==> src/rtl/frame_pkg.sv <==
// frame_pkg: shared frame descriptor layout, scheduler states and framing markers.
package frame_pkg;
    localparam int DESC_W = 140;
    localparam logic [31:0] HEADER = 32'hE0E0E0E0;
    localparam logic [31:0] TRAILER = 32'h0E0E0E0E;

    typedef enum logic [2:0] {
        S_IDLE  = 3'd0,
        S_RD    = 3'd1,
        S_LAT   = 3'd2,
        S_CHK   = 3'd3,
        S_ISSUE = 3'd4,
        S_WAIT  = 3'd5,
        S_GAP   = 3'd6
    } state_t;

    typedef struct packed {
        logic         crc_ok;
        logic [7:0]   chan;
        logic [2:0]   len_code;
        logic [127:0] payload;
    } frame_desc_t;
endpackage

==> src/rtl/frame_desc_align.sv <==
// frame_desc_align: one-hot channel check, payload bit length and left-align shifter.
module frame_desc_align (
    input  logic [7:0]   chan,
    input  logic [2:0]   len_code,
    input  logic [127:0] payload,
    output logic         chan_ok,
    output logic [7:0]   ser_len,
    output logic [127:0] ser_data
);
    assign chan_ok = (chan != 8'd0) && ((chan & (chan - 8'd1)) == 8'd0);
    assign ser_len = {{1'b0, len_code} + 4'd1, 4'd0};
    // 128 - ser_len is (7 - len_code) * 16, i.e. ~len_code in 16-bit steps
    assign ser_data = payload << {~len_code, 4'd0};
endmodule

==> src/rtl/frame_out_scheduler.sv <==
// frame_out_scheduler: pops descriptors, drops bad frames, issues to the serializer.
// Defining SCHED_STATS_EN adds saturating sent/dropped frame counters.
module frame_out_scheduler
    import frame_pkg::*;
#(
    parameter int TIMEOUT_CYCLES = 512,
    parameter int GAP_CYCLES = 2
) (
    input  logic         clk_out,
    input  logic         rst,
    input  logic         fifo_empty,
    output logic         fifo_rd_en,
    input  logic [139:0] fifo_rd_data,
    input  logic         ser_ready,
    output logic         ser_start,
    output logic [7:0]   ser_chan,
    output logic [7:0]   ser_len,
    output logic [127:0] ser_data,
    input  logic         ser_done,
    output logic         crc_valid_o,
    output logic         crc_err,
    output logic         timeout_err,
    output logic         busy
`ifdef SCHED_STATS_EN
    ,
    output logic [15:0]  frames_sent_o,
    output logic [15:0]  frames_dropped_o
`endif
);
    localparam int CMAX = TIMEOUT_CYCLES > GAP_CYCLES ? TIMEOUT_CYCLES : GAP_CYCLES;
    localparam int CW = $clog2(CMAX + 1);
    localparam state_t POST = GAP_CYCLES == 0 ? S_IDLE : S_GAP;

    state_t state, nxt;
    frame_desc_t desc;
    logic [CW-1:0] cnt;
    logic chan_ok, drop, hs, to_hit, to_fire;
    logic [7:0] a_len;
    logic [127:0] a_data;

    frame_desc_align u_align (
        .chan(desc.chan),
        .len_code(desc.len_code),
        .payload(desc.payload),
        .chan_ok(chan_ok),
        .ser_len(a_len),
        .ser_data(a_data)
    );

    assign drop = !(desc.crc_ok && chan_ok);
    assign hs = state == S_ISSUE && ser_ready;
    assign to_hit = cnt == CW'(TIMEOUT_CYCLES - 1);
    assign to_fire = state == S_WAIT && !ser_done && to_hit;

    always_comb begin
        nxt = state;
        case (state)
            S_IDLE:  nxt = fifo_empty ? S_IDLE : S_RD;
            S_RD:    nxt = S_LAT;
            S_LAT:   nxt = S_CHK;
            S_CHK:   nxt = drop ? POST : S_ISSUE;
            S_ISSUE: nxt = ser_ready ? S_WAIT : S_ISSUE;
            S_WAIT:  nxt = (ser_done || to_hit) ? POST : S_WAIT;
            S_GAP:   nxt = cnt == CW'(GAP_CYCLES - 1) ? S_IDLE : S_GAP;
            default: nxt = S_IDLE;
        endcase
    end

    // Strobes are decoded from the next state so every output leaves a flop.
    always_ff @(posedge clk_out or posedge rst) begin
        if (rst) begin
            state <= S_IDLE;
            desc <= '0;
            cnt <= '0;
            fifo_rd_en <= 1'b0;
            ser_start <= 1'b0;
            ser_chan <= '0;
            ser_len <= '0;
            ser_data <= '0;
            crc_valid_o <= 1'b0;
            crc_err <= 1'b0;
            timeout_err <= 1'b0;
            busy <= 1'b0;
        end else begin
            state <= nxt;
            cnt <= nxt != state ? '0 : cnt + 1'b1;
            fifo_rd_en <= nxt == S_RD;
            ser_start <= nxt == S_ISSUE;
            busy <= nxt != S_IDLE;
            crc_valid_o <= hs;
            crc_err <= state == S_CHK && !desc.crc_ok;
            timeout_err <= to_fire;
            if (state == S_LAT)
                desc <= frame_desc_t'(fifo_rd_data);
            if (state == S_CHK && !drop) begin
                ser_chan <= desc.chan;
                ser_len <= a_len;
                ser_data <= a_data;
            end
        end
    end

`ifdef SCHED_STATS_EN
    always_ff @(posedge clk_out or posedge rst) begin
        if (rst) begin
            frames_sent_o <= '0;
            frames_dropped_o <= '0;
        end else begin
            if (hs && frames_sent_o != 16'hFFFF)
                frames_sent_o <= frames_sent_o + 16'd1;
            if (((state == S_CHK && drop) || to_fire) && frames_dropped_o != 16'hFFFF)
                frames_dropped_o <= frames_dropped_o + 16'd1;
        end
    end
`endif
endmodule

==> config.mk <==
export PLATFORM = sky130hd
export DESIGN_NAME = frame_out_scheduler
export DESIGN_NICKNAME = d
export VERILOG_FILES = /design/src/rtl/frame_pkg.sv /design/src/rtl/frame_desc_align.sv /design/src/rtl/frame_out_scheduler.sv
export SDC_FILE = /design/constraint.sdc
export NUM_CORES = 1
export LEC_CHECK = 0
export ABC_AREA = 1
export BUFFER_PORTS_ARGS = -buffer_cell sky130_fd_sc_hd__buf_2
export CORE_MARGIN = 2
export CORE_UTILIZATION = 45
export DETAILED_ROUTE_END_ITERATION = 6
export GPL_TIMING_DRIVEN = 0
export PLACE_DENSITY = 0.67
export RECOVER_POWER = 50
export SLEW_MARGIN = 20
export SYNTH_ARGS = -nofsm -noshare
export SYNTH_HDL_FRONTEND = slang
export SYNTH_HIERARCHICAL = 1
export SYNTH_SLANG_ARGS = --single-unit
export TNS_END_PERCENT = 20
==> constraint.sdc <==
create_clock -name clk_out -period 13.07 [get_ports clk_out]
set_input_delay 1.307 -clock clk_out [delete_from_list [all_inputs] [get_ports clk_out]]
set_output_delay 1.307 -clock clk_out [all_outputs]
set_load 0.02 [all_outputs]
==> impl_metrics.json, run 1 <==
{
  "ys_seq_elements": 303,
  "cts_tree": "yes",
  "synth-xor-area-share_pct": 0.466,
  "ir_drop_mv": 0.130,
  "status": "finished with violations",
  "synth_top_family_by_area": "multiplexers",
  "path_buf_inv": 2,
  "clock_latency_ps": 570,
  "die_x_um": 187,
  "synth_compound_area_share_pct": 9.06,
  "cp_cell_sequence": "clkbuf_1 > clkinvlp_2",
  "diodes": 0,
  "dr.pass1.iters": 5,
  "timing.final.crit_share_pct": 30.2,
  "cts_made_buffers": 31,
  "die_h_um": 187,
  "grt_start_max_net_pins": 108,
  "holdCritStartpoint": "ser_data[62]",
  "slowest_stage": "clkinvlp_2",
  "powerDensity_mw_per_mm2": 255,
  "r2r_start": "desc[131]",
  "path_delay_family": "buffers and inverters",
  "grt_pass1_vias": 12500,
  "h-tree-depth": 1,
  "post_cts.repair.setup_buffers": 0,
  "cp_data_arrival_time_ps": 3860,
  "p_switching_w": 0.00214,
  "start_util_pct": 46.0,
  "num_io_pins": 295,
  "syn_avg_cell_area_um2": 9.80,
  "wire_per_inst_um": 22.9,
  "layout-drive-gt1-share_pct": 32.2,
  "fin_skew_ps": 16.7,
  "synthToLayoutAreaGrowth_pct": 20.3,
  "multi_input_area_mm2": 0.00652,
  "rsz0062_at_grt": "false",
  "required_ps": 12980,
  "ff2ff_setup_slack_ps": 10280,
  "violations": "capacitance limit, slew limit",
  "ys_warn_count": 6,
  "core_mm2": 0.0327,
  "drc_errors": 0,
  "start_kind": "primary input",
  "placementRows": 66,
  "pwr-share-comb_pct": 49.7,
  "ys_seq_area_share_pct": 50.5,
  "slew_headroom_pct": -189,
  "crit_type": "primary input to asynchronous set/reset pin",
  "preCtsSetupSlack_ps": 10230,
  "gp_congestion": 0.997,
  "io_buffers": 294,
  "synth-simple-area-share_pct": 13.4,
  "syn_area_mm2": 0.0150,
  "holdBufCountCts": 0,
  "antenna_found_initial": 1,
  "dpl-instance-area_mm2": 0.0171,
  "syn-instance-count": 1533,
  "muxShareOfSynthArea_pct": 20.1,
  "p_clk_share_pct": 19.3,
  "final.setup.tns_ps": 0,
  "clock_path_buffers": 3,
  "hold_viol_final": 0,
  "whs_endpoint": "ser_data[62]",
  "drv_cap": 1,
  "fillers": 3002,
  "synth_fa_ha_area_share_pct": 0.250,
  "hold_depth": 1,
  "finalSetupViolCount": 0,
  "fin_util_pct": 55.3,
  "switching_share_pct": 46.4,
  "dr_total_vias": 12700,
  "layout.area.seq_mm2": 0.00758,
  "timing.final.crit_period_ps": 3950,
  "max_stage_delay_ps": 2410,
  "worstHoldPathType": "flop to flop",
  "r2r-end": "ser_data[18]",
  "slew_viol_final": 95,
  "fmax_ghz": 0.253,
  "clockRootBuffer": "clkbuf_16",
  "ant_nets": 0,
  "fin_ws_ps": 9120,
  "dr.first_iter.drc_count": 1051,
  "post_cts_resized": 0,
  "track_usage_pct": 30.3,
  "viasPerCell": 5.45,
  "dp_hpwl_um": 43000,
  "drt-total-wl_um": 53400,
  "nNetsFinal": 2013,
  "cp-end-kind": "asynchronous set/reset pin",
  "synth.distinct_cells": 33,
  "die-area_mm2": 0.0349,
  "power.internal_w": 0.00247,
  "cts_sinks": 303,
  "final_area_mm2": 0.0181,
  "p_seq_share_pct": 31.0,
  "p_leak_nw": 9.39,
  "ff2ff_path_depth": 11,
  "cts.clk_slew.worst_paths_ps": 60,
  "gr-total-overflow": 0,
  "worst_pin_slew_ps": 4320,
  "grt_pass1_wl_um": 79800,
  "worst-path-max-fanout": 96
}
==> how the worst max path moves through the flow <==
stage,from,end,slack [ps],cells after the start
global route,rst,crc_err,8350,2
global placement,rst,ser_data[13],210,2
finish,rst,desc[103],9120,2
CTS,desc[131],ser_data[18],10200,11
floorplan,rst,busy,3390,1
detailed placement,desc[131],ser_data[18],10230,11
==> Yosys cell counts, drive strengths merged <==
cell type    n  share of area, %
and2        29               1.2
xnor2        1             0.058
nor2       135               3.4
o211ai      10              0.50
or2         11              0.46
nor3         4              0.13
nand4        1             0.042
nand2      286               7.2
ha           3              0.25
o21bai       1             0.050
o22ai       28               1.2
a21boi       1             0.050
a21oi       32               1.1
nor4         1             0.042
inv         94               2.3
dfrtp      303                50
nand3       28               1.0
xor2         7              0.41
mux2       268                20
o21ai      187               6.2
clkbuf      25              0.62
buf         77               3.2
conb         1             0.025
==> logic make-up (layout without fill, tap and decap cells) <==
| family | after synthesis | after routing |
|---|---|---|
| AND/OR/NAND/NOR | 495 | 495 |
| flip-flops | 303 | 303 |
| multiplexers | 268 | 268 |
| AO/OA/AOI/OAI | 259 | 259 |
| buffers and inverters | 196 | 548 |
| XOR/XNOR | 8 | 8 |
| adder cells (fa/ha/maj) | 3 | 3 |
| other | 1 | 4 |
==> state kept, by name (all words and copies together), names as in the netlist <==
name,cells
desc,140
busy,1
cnt,10
ser_start,1
ser_chan,8
timeout_err,1
ser_data,128
fifo_rd_en,1
crc_err,1
ser_len,8
crc_valid_o,1
state,3
==> cell type report <==
class | instances | share of cell area [%]
flip-flops and latches | 303 | 41.9
multi-input cells | 1037 | 36.1
repair buffers | 296 | 8.43
clock buffers | 43 | 4.82
well taps | 442 | 3.06
plain buffers | 102 | 2.97
inverters | 94 | 1.96
clock inverters | 13 | 0.789
==> power groups by stage <==
stage / Sequential [W] / Clock, W / Combinational, W
detailed placement: 0.00144 / 0 / 0.00223
CTS: 0.00142 / 0.000911 / 0.00224
global placement: 0.00143 / 0 / 0.00221
finish: 0.00143 / 0.000891 / 0.00229
global route: 0.00146 / 0.000952 / 0.00245
floorplan: 0.00135 / 0 / 0.00141
==> placed cells by master, fill, tap and decap left out, types with 2 or more instances in the layout <==
cell type,netlist,routed
nor2_2,2,2
or2_1,10,10
and2_1,29,29
ha_1,3,3
a21oi_1,32,32
buf_2,35,322
mux2_2,204,203
buf_1,10,10
mux2_1,64,65
o21ai_0,151,151
nand3_1,26,26
o22ai_1,28,28
dfrtp_1,303,303
xor2_1,7,7
nand3_2,2,2
buf_4,23,13
clkbuf_8,0,5
o211ai_1,10,10
conb_1,1,4
nor2_1,133,133
o21ai_1,36,36
clkinv_2,0,9
clkbuf_16,0,31
nor3_1,4,4
clkbuf_1,25,49
buf_16,0,2
buf_6,9,9
inv_2,3,3
bufinv_16,0,3
nand2_1,285,286
inv_1,91,90
==> metrics by stage <==
| step | cells | total power [W] | hold WS, ps |
|---|---|---|---|
| floorplan | 1536 | 0.00276 | 457 |
| global placement | 2272 | 0.00364 | 468 |
| detailed placement | 2274 | 0.00367 | 475 |
| CTS | 2330 | 0.00457 | 489 |
| global route | 2330 | 0.00485 | 494 |
| finish | 2330 | 0.00461 | 485 |
==> layer usage <==
layer | GRT usage [%] | vias to the layer above | wire, um | share of wire [%]
met1 | 44.1 | 6264 | 24300 | 45
met2 | 47.7 | 580 | 24000 | 45
met5 | 0 | - | 14 | 0.026
met4 | 6.81 | 2 | 1190 | 2.2
met3 | 4.98 | 89 | 3840 | 7.2
li1 | - | 5753 | - | -
Power figures use the tool's default switching activity.
==> inputs of run 2 (changes only) <==
Settings changed: PLACE_DENSITY 0.67 to 0.7.
Clock period 13.07 ns to 3.4 ns, I/O delays scaled along.
==> run 2 against run 1 <==
  * The run now ends clean
  * Sequential share of layout area fell by 0.14 points
  * Register-to-register slack worse by 9600 ps
  * Worst setup slack got worse by 8500 ps
  * Sequential power grew to 3.9 times the previous value
  * Count of clock-buffer cells in the layout grew 11
  * Worst hold slack lost 430 ps
  * Critical path depth up 9
  * Critical path type is now flop to flop
  * Largest cell class unchanged
  * Largest power group unchanged
==> impl_metrics.json, run 2 (same netlist as run 1, synthesis figures left out) <==
{
  "synthToLayoutAreaGrowth_pct": 20.7,
  "slew_viol_final": 0,
  "use_met3_pct": 7.03,
  "busiest_layer": "met2",
  "core_mm2": 0.0327,
  "fillers": 3053,
  "finalSetupViolCount": 0,
  "grt_start_max_net_pins": 36,
  "cp-end-kind": "flop",
  "grt_pass1_vias": 12700,
  "track_usage_pct": 30.7,
  "worstHoldPathType": "primary input to flop",
  "met1_usage_pct": 43.1,
  "p_clk_share_pct": 20.2,
  "dr_total_vias": 12800,
  "gr-total-overflow": 0,
  "status": "finished, final reports clean",
  "timing.final.crit_share_pct": 81.4,
  "antenna_found_initial": 2,
  "num_io_pins": 295,
  "grt_pass1_wl_um": 80100,
  "r2r-end": "ser_data[4]",
  "p_leak_nw": 8.88,
  "p_seq_share_pct": 30.4,
  "worst-path-max-fanout": 10,
  "post_cts_resized": 0,
  "clock_path_buffers": 3,
  "drt-total-wl_um": 54100,
  "io_buffers": 294,
  "p_switching_w": 0.00835,
  "cts_made_buffers": 34,
  "die_h_um": 187,
  "dr.pass1.iters": 6,
  "slew_headroom_pct": 7.94,
  "ff2ff_path_depth": 11,
  "hold_viol_final": 0,
  "start_util_pct": 46.0,
  "die-area_mm2": 0.0349,
  "cts_sinks": 303,
  "top_register": "desc",
  "largest_register_ffs": 140,
  "cts_tree": "yes",
  "critPathLaunch": "desc[131]",
  "switching_share_pct": 46.2,
  "rsz0062_at_grt": "false",
  "wire_per_inst_um": 23.1,
  "ant_nets": 0,
  "ir_drop_mv": 0.532,
  "nNetsFinal": 2026,
  "gp_congestion": 1.01,
  "drv_cap": 0,
  "reg.largest.list": "desc: 140 flops, ser_data: 128 flops, cnt: 10 flops",
  "die_x_um": 187,
  "worst_pin_slew_ps": 1380,
  "layout-drive-gt1-share_pct": 25.2,
  "layout_commonest_cell": "dfrtp_1",
  "crit_type": "flop to flop",
  "grt_use_met2_pct": 48.3,
  "ff2ff_setup_slack_ps": 630,
  "power.internal_w": 0.00975,
  "layout_common_cells": "dfrtp_1, nand2_1, mux2_2",
  "clockRootBuffer": "clkbuf_16",
  "drc_errors": 0,
  "powerDensity_mw_per_mm2": 998,
  "preCtsSetupSlack_ps": 623,
  "crit_path_end": "ser_data[4]",
  "cp_data_arrival_time_ps": 3150,
  "clock_latency_ps": 520,
  "whs_ps": 52.9,
  "start_kind": "flop",
  "cts.clk_slew.worst_paths_ps": 60,
  "fin_skew_ps": 21.8,
  "required_ps": 3780,
  "pwr-share-comb_pct": 49.4,
  "dp_hpwl_um": 43900,
  "viasPerCell": 5.45,
  "post_cts.repair.setup_buffers": 0,
  "timing.final.crit_period_ps": 2770,
  "dr.first_iter.drc_count": 1186,
  "placementRows": 66,
  "h-tree-depth": 2,
  "fin_ws_ps": 633,
  "diodes": 0,
  "r2r_start": "desc[131]",
  "fmax_ghz": 0.361,
  "holdBufCountCts": 2
}
## run 2: cell count changes in the layout (fill, tap and decap cells not counted), moves of 2 or more
| cell | previous run | this run |
|---|---|---|
| buf_2 | 322 | 179 |
| clkbuf_16 | 31 | 35 |
| buf_4 | 13 | 23 |
| clkinv_2 | 9 | 0 |
| clkbuf_2 | 0 | 2 |
| clkbuf_1 | 49 | 188 |
| dlygate4sd3_1 | 0 | 2 |
| buf_12 | 0 | 6 |
| buf_16 | 2 | 0 |
| clkbuf_8 | 5 | 7 |
## run 2: critical path, cell delays in order (launching register included)
cell,delay [ps]
dfrtp_1,390
nor2_1,230
nand2_1,150
nor2_1,140
nand2_1,60
nand2_1,60
nand2_1,50
nor2_1,290
nand3_2,440
buf_6,330
buf_6,170
mux2_1,320
## run 2: metal layers
layer,wire (um),vias up,share of wire [%]
li1,-,5792,-
met1,23300,6218,43
met2,24300,661,45
met3,5060,92,9.4
met4,1500,2,2.8
met5,7,-,0.013
## run 2: stage by stage
| step | total power, W | setup TNS, ps | cell area, um2 | instances | utilization [%] |
|---|---|---|---|---|---|
| final | 0.0181 | 0 | 18100 | 2343 | 55.5 |
| after global routing | 0.0189 | 0 | 18100 | 2343 | 55.5 |
| after CTS | 0.0178 | 0 | 18400 | 2343 | 56.3 |
| after detailed placement | 0.0142 | 0 | 17300 | 2282 | 52.8 |
| after global placement | 0.0140 | -781640 | 17100 | 2272 | 52.2 |
| after floorplan | 0.0106 | -293610 | 15000 | 1536 | - |
## run 2: worst min path at each step
stage	start	end	slack [ps]	cells after the start
6_report	fifo_rd_data[40]	desc[40]	50	2
2_1_floorplan	fifo_empty	fifo_rd_en	410	1
3_3_place_gp	ser_data[23]	ser_data[23]	470	1
4_1_cts	fifo_rd_data[65]	desc[65]	40	2
3_5_place_dp	rst	desc[103]	360	2
5_1_grt	fifo_rd_data[85]	desc[85]	40	2
## run 2: cell type report
cell class	count	area [um2]	share of cell area (%)
Sequential cell	303	7580	41.8
Multi-Input combinational cell	1037	6520	35.9
Timing Repair Buffer	306	1450	7.99
Clock buffer	54	1020	5.61
Buffer	102	581	3.20
Tap cell	442	553	3.05
Inverter	94	354	1.95
Clock inverter	5	85.1	0.469
## run 2: power groups by stage
stage               Clock, W  Combinational (W)  Sequential, W
floorplan                  0            0.00542        0.00521
global placement           0            0.00853        0.00550
detailed placement         0            0.00862        0.00554
CTS                  0.00370            0.00866        0.00548
global route         0.00388            0.00944        0.00560
finish               0.00365            0.00894        0.00551
